$ cat src/rtl/locked_reg_write_ctrl_if.sv
// Request / response / downstream write bundle for the locked register write controller.
// The master side issues requests and consumes responses; the slave side is the controller.
interface locked_reg_write_ctrl_if #(
   parameter int DATA_W   = 16,
   parameter int NUM_REGS = 4,
   parameter int ADDR_W   = 2,
   parameter int CNT_W    = 8
);
   logic                req_valid;
   logic                req_ready;
   logic [ADDR_W-1:0]   req_addr;
   logic [DATA_W-1:0]   req_data;
   logic                req_lock;
   logic                req_trusted;
   logic                wr_en;
   logic [ADDR_W-1:0]   wr_addr;
   logic [DATA_W-1:0]   wr_data;
   logic [NUM_REGS-1:0] lock_status;
   logic                resp_valid;
   logic                resp_ready;
   logic                resp_err;
   logic [CNT_W-1:0]    viol_count;

   modport master (
      output req_valid, req_addr, req_data, req_lock, req_trusted, resp_ready,
      input  req_ready, wr_en, wr_addr, wr_data, lock_status, resp_valid, resp_err, viol_count
   );

   modport slave (
      input  req_valid, req_addr, req_data, req_lock, req_trusted, resp_ready,
      output req_ready, wr_en, wr_addr, wr_data, lock_status, resp_valid, resp_err, viol_count
   );
endinterface

$ cat src/rtl/locked_reg_write_ctrl.sv
// Write/lock sequencer in front of the locked data registers: owns sticky lock bits,
// forwards writes only to unlocked registers and counts rejected requests.
//
// state | meaning
// IDLE  | req_ready=1, waiting for a request
// CHECK | captured request is checked against address range, privilege and lock bits
// WRITE | one-cycle wr_en strobe to the downstream register
// RESP  | resp_valid held with resp_err until resp_ready
module locked_reg_write_ctrl #(
   parameter int DATA_W   = 16,
   parameter int NUM_REGS = 4,
   parameter int ADDR_W   = 2,
   parameter int CNT_W    = 8
) (
   input  logic Clk,
   input  logic resetn,
   locked_reg_write_ctrl_if.slave bus
);

   typedef enum logic [1:0] {IDLE = 2'd0, CHECK = 2'd1, WRITE = 2'd2, RESP = 2'd3} state_t;

   state_t              state_q;
   logic [ADDR_W-1:0]   addr_q;
   logic [DATA_W-1:0]   data_q;
   logic                lock_req_q;
   logic                trusted_q;
   logic                req_ready_q;
   logic                wr_en_q;
   logic [ADDR_W-1:0]   wr_addr_q;
   logic [DATA_W-1:0]   wr_data_q;
   logic [NUM_REGS-1:0] lock_q;
   logic                resp_valid_q;
   logic                resp_err_q;
   logic [CNT_W-1:0]    viol_q;

   always_ff @(posedge Clk or negedge resetn) begin
      if (!resetn) begin
         state_q      <= IDLE;
         addr_q       <= '0;
         data_q       <= '0;
         lock_req_q   <= 1'b0;
         trusted_q    <= 1'b0;
         req_ready_q  <= 1'b1;
         wr_en_q      <= 1'b0;
         wr_addr_q    <= '0;
         wr_data_q    <= '0;
         lock_q       <= '0;
         resp_valid_q <= 1'b0;
         resp_err_q   <= 1'b0;
         viol_q       <= '0;
      end else begin
         case (state_q)
            IDLE: begin
               if (bus.req_valid) begin
                  addr_q      <= bus.req_addr;
                  data_q      <= bus.req_data;
                  lock_req_q  <= bus.req_lock;
                  trusted_q   <= bus.req_trusted;
                  req_ready_q <= 1'b0;
                  state_q     <= CHECK;
               end
            end
            CHECK: begin
               // Privilege never overrides a lock: a locked register rejects every write.
               if ((int'(addr_q) >= NUM_REGS) ||
                   (lock_req_q && !trusted_q) ||
                   (!lock_req_q && lock_q[addr_q])) begin
                  resp_valid_q <= 1'b1;
                  resp_err_q   <= 1'b1;
                  if (viol_q != {CNT_W{1'b1}}) begin
                     viol_q <= viol_q + CNT_W'(1);
                  end
                  state_q <= RESP;
               end else if (lock_req_q) begin
                  lock_q[addr_q] <= 1'b1;
                  resp_valid_q   <= 1'b1;
                  resp_err_q     <= 1'b0;
                  state_q        <= RESP;
               end else begin
                  wr_en_q   <= 1'b1;
                  wr_addr_q <= addr_q;
                  wr_data_q <= data_q;
                  state_q   <= WRITE;
               end
            end
            WRITE: begin
               wr_en_q      <= 1'b0;
               resp_valid_q <= 1'b1;
               resp_err_q   <= 1'b0;
               state_q      <= RESP;
            end
            RESP: begin
               if (bus.resp_ready) begin
                  resp_valid_q <= 1'b0;
                  resp_err_q   <= 1'b0;
                  req_ready_q  <= 1'b1;
                  state_q      <= IDLE;
               end
            end
            default: begin
               state_q <= IDLE;
            end
         endcase
      end
   end

   assign bus.req_ready   = req_ready_q;
   assign bus.wr_en       = wr_en_q;
   assign bus.wr_addr     = wr_addr_q;
   assign bus.wr_data     = wr_data_q;
   assign bus.lock_status = lock_q;
   assign bus.resp_valid  = resp_valid_q;
   assign bus.resp_err    = resp_err_q;
   assign bus.viol_count  = viol_q;

endmodule
$ cat src/flat_wrapper.sv
// flat-port wrapper written by rule: the top's interface ports become plain ports
module locked_reg_write_ctrl_flat 
#(
   parameter int DATA_W   = 16,
   parameter int NUM_REGS = 4,
   parameter int ADDR_W   = 2,
   parameter int CNT_W    = 8
)
  (Clk, resetn, bus_req_valid, bus_req_addr, bus_req_data, bus_req_lock, bus_req_trusted, bus_resp_ready, bus_req_ready, bus_wr_en, bus_wr_addr, bus_wr_data, bus_lock_status, bus_resp_valid, bus_resp_err, bus_viol_count);
  locked_reg_write_ctrl_if #(.DATA_W(DATA_W), .NUM_REGS(NUM_REGS), .ADDR_W(ADDR_W), .CNT_W(CNT_W)) bus_i ();
  input  logic Clk;
  input  logic resetn;
  input wire logic [$bits(bus_i.req_valid)-1:0] bus_req_valid;
  input wire logic [$bits(bus_i.req_addr)-1:0] bus_req_addr;
  input wire logic [$bits(bus_i.req_data)-1:0] bus_req_data;
  input wire logic [$bits(bus_i.req_lock)-1:0] bus_req_lock;
  input wire logic [$bits(bus_i.req_trusted)-1:0] bus_req_trusted;
  input wire logic [$bits(bus_i.resp_ready)-1:0] bus_resp_ready;
  output wire logic [$bits(bus_i.req_ready)-1:0] bus_req_ready;
  output wire logic [$bits(bus_i.wr_en)-1:0] bus_wr_en;
  output wire logic [$bits(bus_i.wr_addr)-1:0] bus_wr_addr;
  output wire logic [$bits(bus_i.wr_data)-1:0] bus_wr_data;
  output wire logic [$bits(bus_i.lock_status)-1:0] bus_lock_status;
  output wire logic [$bits(bus_i.resp_valid)-1:0] bus_resp_valid;
  output wire logic [$bits(bus_i.resp_err)-1:0] bus_resp_err;
  output wire logic [$bits(bus_i.viol_count)-1:0] bus_viol_count;
  assign bus_i.req_valid = bus_req_valid;
  assign bus_i.req_addr = bus_req_addr;
  assign bus_i.req_data = bus_req_data;
  assign bus_i.req_lock = bus_req_lock;
  assign bus_i.req_trusted = bus_req_trusted;
  assign bus_i.resp_ready = bus_resp_ready;
  assign bus_req_ready = bus_i.req_ready;
  assign bus_wr_en = bus_i.wr_en;
  assign bus_wr_addr = bus_i.wr_addr;
  assign bus_wr_data = bus_i.wr_data;
  assign bus_lock_status = bus_i.lock_status;
  assign bus_resp_valid = bus_i.resp_valid;
  assign bus_resp_err = bus_i.resp_err;
  assign bus_viol_count = bus_i.viol_count;
  locked_reg_write_ctrl #(.DATA_W(DATA_W), .NUM_REGS(NUM_REGS), .ADDR_W(ADDR_W), .CNT_W(CNT_W)) u_core (.Clk(Clk), .resetn(resetn), .bus(bus_i));
endmodule
$ cat config.mk
export PLATFORM = sky130hd
export DESIGN_NAME = locked_reg_write_ctrl_flat
export DESIGN_NICKNAME = d
export VERILOG_FILES = /design/src/rtl/locked_reg_write_ctrl_if.sv /design/src/rtl/locked_reg_write_ctrl.sv /design/src/flat_wrapper.sv
export SDC_FILE = /design/constraint.sdc
export NUM_CORES = 1
export LEC_CHECK = 0
export ABC_AREA = 1
export BUFFER_PORTS_ARGS = -buffer_cell sky130_fd_sc_hd__buf_2
export CORE_ASPECT_RATIO = 1.2
export CORE_UTILIZATION = 48
export CTS_CLUSTER_DIAMETER = 30
export DETAILED_ROUTE_END_ITERATION = 7
export GPL_TIMING_DRIVEN = 0
export PLACE_DENSITY = 0.76
export SKIP_CTS_REPAIR_TIMING = 1
export SLEW_MARGIN = 20
export SYNTH_ARGS = -nofsm -noshare
export SYNTH_HDL_FRONTEND = slang
export SYNTH_SLANG_ARGS = --single-unit
$ cat constraint.sdc
create_clock -name Clk -period 1.6 [get_ports Clk]
set_input_delay 0.08 -clock Clk [delete_from_list [all_inputs] [get_ports Clk]]
set_output_delay 0.08 -clock Clk [all_outputs]
set_load 0.02 [all_outputs]
==> run_results.csv <==
group,metric,value,unit
setup_path,critical-path-slowest-cell,"sky130_fd_sc_hd__dfrtp_1",
synth,synth-seq-cells,56,
power_and_ir_drop,leakage_power,1.68,nW
power_and_ir_drop,seqPwrFrac,0.406,
timing,time_the_worst_path_needs_with_i_o_delays_and_setup,1530,ps
power_and_ir_drop,power.share.clock,0.151,
setup_path,cp.arrival,1730,ps
floorplanning,core_area,0.00490,mm²
timing,relative_slew_margins,0.527,
timing,worst_pin_slew,709,ps
route,routed_wirelength,4.95,mm
timing,timing.final.ws_setup,65.4,ps
setup_path,crit_reg_reg_endpoint,"u_core.data_q[4]",
status,outcome,"complete, no violations",
clock_tree,htree_levels,2,
timing,finClkSkew,11.5,ps
timing,fmax,652,MHz
power_and_ir_drop,power-per-cell-area,1960,mW/mm²
placement,port_buffers,57,
min_path,hp-class,"input port to register",
setup_path,end_kind,"register",
clock_tree,clkTransAtPathRegs,100,ps
floorplanning,floorplan.initialDensity,0.495,
finish,n_antenna_cell,0,
setup_path,critical_path.top_delay_family,"flip-flops",
floorplanning,std_cell_rows,28,
finish,multi_input_area,942,µm²
setup_path,cp_slowest_stage_delay,420,ps
clock_tree,tritoncts.num_buffers,5,
setup_path,number_of_logic_stages_on_the_critical_path_including_buffering,5,
global_route,grt_max_degree,57,
setup_path,worstPathCellList,"inv_1, ha_1, nand2_4, buf_6, mux2_2",
synth,synth_cells,248,
power_and_ir_drop,p_int,3.63,mW
finish,layout_filler_cell_count,415,
synth,synth.distinct_cells,26,
setup_path,worstReg2RegStart,"u_core.state_q[0]",
synth,yosysWarnings,0,
floorplanning,ios,58,
power_and_ir_drop,p_sw,2.44,mW
placement,post_place_setup_slack,-145,ps
global_route,first_global_vias,1821,
timing,drv_slew,0,
route,drc_errors,0,
floorplanning,design.die.area,0.00535,mm²
setup_path,worst-r2r-setup-slack,70,ps
clock_tree,cts_tree,"built",
setup_path,timing.critical_path.to,"u_core.data_q[4]",
route,detailedRoute.firstPassIterationCount,4,
setup_path,cp.buffers_inverters,2,
route,number_of_vias_after_detailed_routing,1917,
power_and_ir_drop,post-layout-total-power,6.06,mW
global_route,global_route_wire_length_before_repair,7.81,mm
synth,synth_sequential_area_ratio,0.577,
finish,fin_nets,359,
placement,post_detailed_placement_half_perimeter_wirelength,3.36,mm
finish,ff_latch_area,0.00140,mm²
synth,mappedNetlistArea,0.00243,mm²
setup_path,start_to_end_type_of_the_worst_setup_path,"register to register",
global_route,grt.overflow.total,0,
route,routed_via_density,4.92,
power_and_ir_drop,power_frac_comb,0.443,
finish,synthToLayoutAreaGrowth,27.3,%
global_route,grt.total_usage,0.194,
timing,setup_repair_after_global_routing_missed_its_margin,"yes",
setup_path,worst_setup_path_start_kind,"register",
timing,final_min_period_over_clock_period,0.959,
setup_path,worst-path-max-fanout,10,
timing,timing.final.hold_violations,0,
setup_path,ff2ff_path_depth,5,
clock_tree,clock_latency,310,ps
setup_path,cp_data_required_time,1790,ps
floorplanning,die_x,67.0,µm
flow_run,maxCapViolCount,0,
synth,post_synth.cell_area_avg,9.80,µm²
global_route,initial_antenna_violation_count,0,
route,route.antenna.remaining_nets,0,
placement,gp_congestion,0.726,
clock_tree,cts.sinks,56,
floorplanning,die-height,79.9,µm
timing,setup_violations,0,
clock_tree,cts-root-to-sink-buffers,2,
synth,synth_nets,278,
route,routed_wire_length_per_instance,12.7,µm
clock_tree,clock_tree.root_cell,"sky130_fd_sc_hd__clkbuf_8",
power_and_ir_drop,vdd_drop_max,0.887,mV
finish,drive_gt1_frac,0.324,
power_and_ir_drop,power_switching_share,0.402,
setup_path,timing.critical_path.from,"u_core.state_q[0]",
route,first_iter_violations,95,
cell type report:
type	count	share of cell area
sequential	56	0.453
multi-input combinational	168	0.305
timing repair buffer	74	0.144
tap	60	0.0243
clock buffer	6	0.0235
inverter	18	0.0222
buffer	6	0.0166
clock inverter	2	0.0113
how the worst min path moves through the flow:
stage / slack (ps) / startpoint / depth (start not counted) / endpoint
6_report: 3 / bus_req_data[15] / 2 / u_core.data_q[15]
5_1_grt: 2 / bus_req_data[11] / 2 / u_core.data_q[11]
4_1_cts: -160 / resetn / 1 / u_core.bus.viol_count[5]
3_5_place_dp: 180 / resetn / 1 / u_core.bus.viol_count[7]
3_3_place_gp: 310 / bus_req_data[5] / 2 / u_core.data_q[5]
2_1_floorplan: -220 / resetn / 0 / u_core.addr_q[0]
synthesized netlist by cell type, drive strengths merged:
cell type   n  area (µm²)
nand2      90         340
dfrtp      55        1380
inv        17        63.8
mux2       17         191
nand3      16        85.1
nor2       14        62.6
o21ai       8        40.0
buf         6        38.8
ha          6        75.1
o21bai      4        30.0
a21oi       3        15.0
xnor2       3        26.3
xor2        3        26.3
a31o        1        8.76
clkinv      1        5.00
dfstp       1        26.3
nand3b      1        7.51
nand4       1        6.26
nor3        1        5.00
stage by stage:
step	TNS (ps)	hold slack [ps]	instance area (µm²)	cells	utilization
detailed placement	-2490	181	2790	365	0.569
CTS	-2890	-160	2900	373	0.591
finish	0	3.44	3090	390	0.631
global route	-41.7	1.55	3090	390	0.631
global placement	-2070	312	2790	365	0.569
floorplan	0	-216	2430	248	-
registers in the layout, summed over array words and instances (netlist names):
name and flops:
u_core.bus.req_ready 1, u_core.bus.resp_valid 1, u_core.state_q 2, u_core.bus.viol_count 8, u_core.addr_q 2, u_core.lock_req_q 1
u_core.bus.wr_data 16, u_core.bus.resp_err 1, u_core.trusted_q 1, u_core.bus.lock_status 4, u_core.data_q 16, u_core.bus.wr_addr 2
u_core.bus.wr_en 1
power by group through the flow:
stage / logic (mW) / registers [mW] / clock network, mW
final: 2.69 / 2.46 / 0.915
after global routing: 2.98 / 2.54 / 0.984
after floorplan: 1.39 / 2.85 / 0
after CTS: 2.54 / 2.46 / 0.937
after global placement: 2.45 / 2.46 / 0
after detailed placement: 2.54 / 2.48 / 0
cells in the final DEF, fill, tap and decap left out, drive strengths merged:
| master | count |
|---|---|
| mux2 | 17 |
| dfstp | 1 |
| dlygate4sd3 | 12 |
| clkinv | 2 |
| dfrtp | 55 |
| nor3 | 1 |
| xnor2 | 3 |
| clkbuf | 6 |
| inv | 17 |
| nand3 | 16 |
| a31o | 1 |
| nor2 | 14 |
| nand4 | 1 |
| buf | 68 |
| o21bai | 4 |
| a21oi | 3 |
| bufinv | 1 |
| ha | 6 |
| nand3b | 1 |
| o21ai | 8 |
| nand2 | 90 |
| xor2 | 3 |
routing by layer:
metal / global-route usage / vias to the layer above / share of wire
met5: 0 / - / 0
met2: 0.344 / 43 / 0.52
met1: 0.224 / 921 / 0.42
li1: - / 947 / -
met3: 0.0471 / 6 / 0.040
met4: 0.0681 / 0 / 0.012
kinds of logic (layout without fill, tap and decap cells):
| family | after synthesis | count (layout) | share of synthesized area |
|---|---|---|---|
| buffers and inverters | 24 | 106 | 0.0443 |
| flip-flops | 56 | 56 | 0.577 |
| adder cells (fa/ha/maj) | 6 | 6 | 0.0309 |
| multiplexers | 17 | 17 | 0.0788 |
| AO/OA/AOI/OAI | 16 | 16 | 0.0386 |
| XOR/XNOR | 6 | 6 | 0.0216 |
| AND/OR/NAND/NOR | 123 | 123 | 0.209 |
No activity file was read; power rests on OpenSTA's default activity.
